`src/rtl/alu_pipe.sv`:
```
// Handshaked ALU: single-cycle logic/arith ops, iterative shift-add multiply.
// Result and zero flag are registered and held until the consumer accepts them.
module alu_pipe #(
  parameter int unsigned WIDTH = 8
) (
  input  logic                 clk,
  input  logic                 rst_n,
  input  logic                 in_valid,
  output logic                 in_ready,
  input  logic [WIDTH-1:0]     operand_a,
  input  logic [WIDTH-1:0]     operand_b,
  input  logic [2:0]           opcode,
  output logic                 out_valid,
  input  logic                 out_ready,
  output logic [2*WIDTH-1:0]   result,
  output logic                 zero
);

  localparam int unsigned W  = WIDTH;
  localparam int unsigned RW = 2 * WIDTH;
  localparam int unsigned CW = $clog2(WIDTH + 1);

  localparam logic [2:0] OP_ADD  = 3'b000;
  localparam logic [2:0] OP_SUB  = 3'b001;
  localparam logic [2:0] OP_AND  = 3'b010;
  localparam logic [2:0] OP_OR   = 3'b011;
  localparam logic [2:0] OP_XOR  = 3'b100;
  localparam logic [2:0] OP_MUL  = 3'b101;
  localparam logic [2:0] OP_NOT  = 3'b110;
  localparam logic [2:0] OP_XNOR = 3'b111;

  typedef enum logic [1:0] {S_IDLE, S_MUL, S_DONE} state_e;

  state_e          state_q, state_d;
  logic [RW-1:0]   mcand_q, mcand_d;
  logic [W-1:0]    mplier_q, mplier_d;
  logic [RW-1:0]   acc_q, acc_d;
  logic [CW-1:0]   cnt_q, cnt_d;
  logic [RW-1:0]   result_q, result_d;
  logic            zero_q, zero_d;
  logic            in_ready_q, in_ready_d;
  logic            out_valid_q, out_valid_d;

  logic [W:0]      sum_w;
  logic [W:0]      diff_w;
  logic [W-1:0]    logic_w;
  logic [RW-1:0]   alu_res;
  logic [RW-1:0]   mac_sum;

  // Single-cycle datapath; the extra bit of diff_w is the borrow
  always_comb begin
    sum_w  = {1'b0, operand_a} + {1'b0, operand_b};
    diff_w = {1'b0, operand_a} - {1'b0, operand_b};
    case (opcode)
      OP_AND:  logic_w = operand_a & operand_b;
      OP_OR:   logic_w = operand_a | operand_b;
      OP_XOR:  logic_w = operand_a ^ operand_b;
      OP_NOT:  logic_w = ~operand_a;
      OP_XNOR: logic_w = ~(operand_a ^ operand_b);
      default: logic_w = '0;
    endcase
    case (opcode)
      OP_ADD:  alu_res = {{(W-1){1'b0}}, sum_w};
      OP_SUB:  alu_res = {{(W-1){1'b0}}, diff_w};
      default: alu_res = {{W{1'b0}}, logic_w};
    endcase
  end

  // One multiplier bit per cycle
  assign mac_sum = acc_q + (mplier_q[0] ? mcand_q : '0);

  always_comb begin
    state_d  = state_q;
    mcand_d  = mcand_q;
    mplier_d = mplier_q;
    acc_d    = acc_q;
    cnt_d    = cnt_q;
    result_d = result_q;
    zero_d   = zero_q;
    case (state_q)
      S_IDLE: begin
        if (in_valid && in_ready_q) begin
          if (opcode == OP_MUL) begin
            state_d  = S_MUL;
            mcand_d  = {{W{1'b0}}, operand_a};
            mplier_d = operand_b;
            acc_d    = '0;
            cnt_d    = '0;
          end else begin
            state_d  = S_DONE;
            result_d = alu_res;
            zero_d   = (alu_res == '0);
          end
        end
      end
      S_MUL: begin
        acc_d    = mac_sum;
        mcand_d  = mcand_q << 1;
        mplier_d = mplier_q >> 1;
        cnt_d    = cnt_q + CW'(1);
        if (cnt_q == CW'(W - 1)) begin
          state_d  = S_DONE;
          result_d = mac_sum;
          zero_d   = (mac_sum == '0);
        end
      end
      S_DONE: begin
        if (out_ready) state_d = S_IDLE;
      end
      default: state_d = S_IDLE;
    endcase
    in_ready_d  = (state_d == S_IDLE);
    out_valid_d = (state_d == S_DONE);
  end

  always_ff @(posedge clk or negedge rst_n) begin
    if (!rst_n) begin
      state_q     <= S_IDLE;
      mcand_q     <= '0;
      mplier_q    <= '0;
      acc_q       <= '0;
      cnt_q       <= '0;
      result_q    <= '0;
      zero_q      <= 1'b1;
      in_ready_q  <= 1'b1;
      out_valid_q <= 1'b0;
    end else begin
      state_q     <= state_d;
      mcand_q     <= mcand_d;
      mplier_q    <= mplier_d;
      acc_q       <= acc_d;
      cnt_q       <= cnt_d;
      result_q    <= result_d;
      zero_q      <= zero_d;
      in_ready_q  <= in_ready_d;
      out_valid_q <= out_valid_d;
    end
  end

  assign in_ready  = in_ready_q;
  assign out_valid = out_valid_q;
  assign result    = result_q;
  assign zero      = zero_q;

endmodule

```
`config.mk`:
```
export PLATFORM = sky130hd
export DESIGN_NAME = alu_pipe
export DESIGN_NICKNAME = d
export VERILOG_FILES = /design/src/rtl/alu_pipe.sv
export SDC_FILE = /design/constraint.sdc
export NUM_CORES = 1
export LEC_CHECK = 0
export ABC_AREA = 1
export ABC_CLOCK_PERIOD_IN_PS = 2800
export BUFFER_PORTS_ARGS = -buffer_cell sky130_fd_sc_hd__buf_2
export CAP_MARGIN = 20
export CORE_UTILIZATION = 25
export CTS_CLUSTER_DIAMETER = 40
export DETAILED_ROUTE_END_ITERATION = 7
export SYNTH_ARGS = -nofsm -noshare
export SYNTH_HDL_FRONTEND = slang
export SYNTH_SLANG_ARGS = --single-unit
export TNS_END_PERCENT = 20
```
`constraint.sdc`:
```
create_clock -name clk -period 2.8 [get_ports clk]
set_input_delay 0.7 -clock clk [delete_from_list [all_inputs] [get_ports clk]]
set_output_delay 0.7 -clock clk [all_outputs]
set_load 0.01 [all_outputs]
```
==> results.tsv <==
metric	value	unit
Post-synth EDFFs	0	
outcome	finished, final reports clean	
Routed WL	13500	um
Clk Latency, worst-skew pair	0.34	ns
fmax	0.380	GHz
Initial Utilization	25.5	%
maxcap violations	0	
Finished Core Util	30.9	%
die area	0.0204	mm^2
Post-synth top cells	227 x nand2_1, 113 x inv_1, 63 x dfrtp_1	
Power Density	981	mW/mm^2
Synth Cell Area	0.00496	mm^2
Slew headroom	45.2	%
most common flop cell mapped by yosys	dfrtp_1	
Hold Fails Final Rpt	0	
number of remaining DRC errors	0	
pre-CTS WS	-0.249	ns
Max Fanout on Critical Path	4	
Area Overhead vs Synth	21.4	%
syn nets	790	
TritonRoute pass-1 iters	4	
Worst-path clk slew	0.05	ns
Via Count	4597	
syn_area_per_cell	6.85	um^2
Setup CP Type	in -> reg	
Row Count	51	
cts bufs inserted	9	
max-slew violation count	0	
Chip Width	143	um
min Tclk post-route	2.63	ns
FF+latch count, synth	65	
gr ovfl total	0	
post-route setup slack	0.168	ns
routed len/inst	12.7	um
post-route ant nets	0	
I/O pin count	42	
first-pass GRT wire length	22000	um
top-count cell post-synth	nand2_1	
core area	0.0195	mm^2
Worst Hold Class	in -> async	
post-route insts no fill	1065	
Clock Tree Root	clkbuf_16	
Finish-stage setup viols	0	
largest net degree at the start of global routing	46	
Worst Setup Start Kind	primary input	
final HPWL from detailed placement	10600	um
RSZ-0062 raised after global routing	no	
Leakage	3.29	nW
CTS Buffer Depth	2	
final instance area	0.00602	mm^2
crit path DAT	2.91	ns
Die Y	143	um
ys async rst share	100	%
Slew @ Worst Pin	0.822	ns
n_diodes	0	
vias per std cell	4.32	
Min Hold Slack	0.334	ns
antenna violations before repair	0	
htree depth	3	
FILL cells	2147	
area share of the largest cell type after synthesis	31.8	%
Pwr Total	5.91	mW
Placed Area	0.00569	mm^2
Netlist cell types	35	
# clock sinks	65	
vias in the first global route	4338	
Syn. warnings	0	
total placed cells including tap cells	1048	
CTS tree	done	
Post-Synthesis Cells	724	
maximum VDD drop	313	uV
initial DRC count	329	
total track usage	14.1	%
Worst Skew	0.00713	ns
Data required, critical path	3.08	ns
register area share after synthesis	32.8	%
crit path capture type	flip-flop	
Area contributors post-synth	dfrtp_1 32%, nand2_1 17%, ha_1 10%	
Layout Nets	861	
area leader, netlist	dfrtp_1	
setup TNS	0	ns
Final period util	94.0	%
routability cong.	0.902	
share of cells above drive strength 1	16.1	%
Port Buffers	41	
final timing paths:
check                                   from    endpoint  slack [ns]  cells past startpoint
worst max-delay path            operand_b[0]        zero        0.17                     17
max in group asynchronous              rst_n    in_ready        1.79                      2
worst min-delay path                   rst_n   result[6]        0.33                      1
worst max register to register   mplier_q[0]        zero        0.35                     16
min in group clk                  result[10]  result[10]        0.47                      2
worst min register to register    result[10]  result[10]        0.47                      2
registers in the layout, indices dropped and copies added, names as in the netlist:
register	count
acc_q	16
mcand_q	16
result	16
mplier_q	8
cnt_q	4
state_q	2
in_ready	1
out_valid	1
zero	1
critical path, cell delays in order:
cell	delay [ns]
buf_2	0.10
inv_2	0.05
ha_2	0.18
or2_2	0.30
xor2_1	0.15
ha_1	0.35
a21oi_1	0.16
nand2_1	0.13
nand2_1	0.11
nand3_1	0.08
nand3_2	0.09
nand3_1	0.07
nor2_1	0.13
nand3_1	0.09
nand2_1	0.07
nand2_1	0.05
nand2_1	0.09
cells in the final DEF (no fill, tap or decap), types with 10 or more instances in the layout:
cell type	count
buf_4	36
o21ai_0	34
ha_1	40
inv_1	110
nor2_1	57
o211ai_1	16
nand2_1	226
buf_2	41
a21oi_1	21
o22ai_1	10
dfrtp_1	63
nand3_1	48
power by group:
part | switching [mW] | internal, mW | leakage, nW | total, mW
registers | 0.254 | 1.38 | 0.798 | 1.64
clock network | 0.419 | 0.687 | 0.139 | 1.11
logic | 2.00 | 1.16 | 2.35 | 3.16
final cells by class:
type | instances | area [um^2] | share of cell area [%]
multi-input combinational | 521 | 2820 | 46.9
sequential | 65 | 1630 | 27.1
timing repair buffer | 78 | 495 | 8.23
inverter | 120 | 453 | 7.52
tap | 265 | 332 | 5.51
clock buffer | 11 | 233 | 3.86
clock inverter | 5 | 56.3 | 0.935
cell families (layout without fill, tap and decap cells):
| group | Yosys count | count (layout) | share of synthesized area, % |
|---|---|---|---|
| xor gates and xnor gates | 10 | 10 | 1.77 |
| AOI/OAI and AO/OA | 101 | 101 | 11.9 |
| and+or+nand+nor | 366 | 366 | 30.9 |
| DFF | 65 | 65 | 32.8 |
| buffers and inverters | 138 | 214 | 11.2 |
| muxes | 1 | 1 | 0.202 |
| adders and majority gates | 43 | 43 | 11.1 |
routing by layer:
layer | GRT usage (%) | routed length, um | up-vias
met5 | 0 | 0 | -
met2 | 21.8 | 5810 | 79
met3 | 2.52 | 529 | 20
met4 | 4.70 | 208 | 0
li1 | - | - | 2458
met1 | 19.6 | 6960 | 2040
repair_timing:
| action | 4_1_cts | 5_1_grt |
|---|---|---|
| setup endpoints to repair | 0 | 3 |
| setup buffers | 0 | 1 |
| gates resized for setup | 0 | 13 |
| hold buffers | 0 | 0 |
Power figures use the tool's default switching activity.
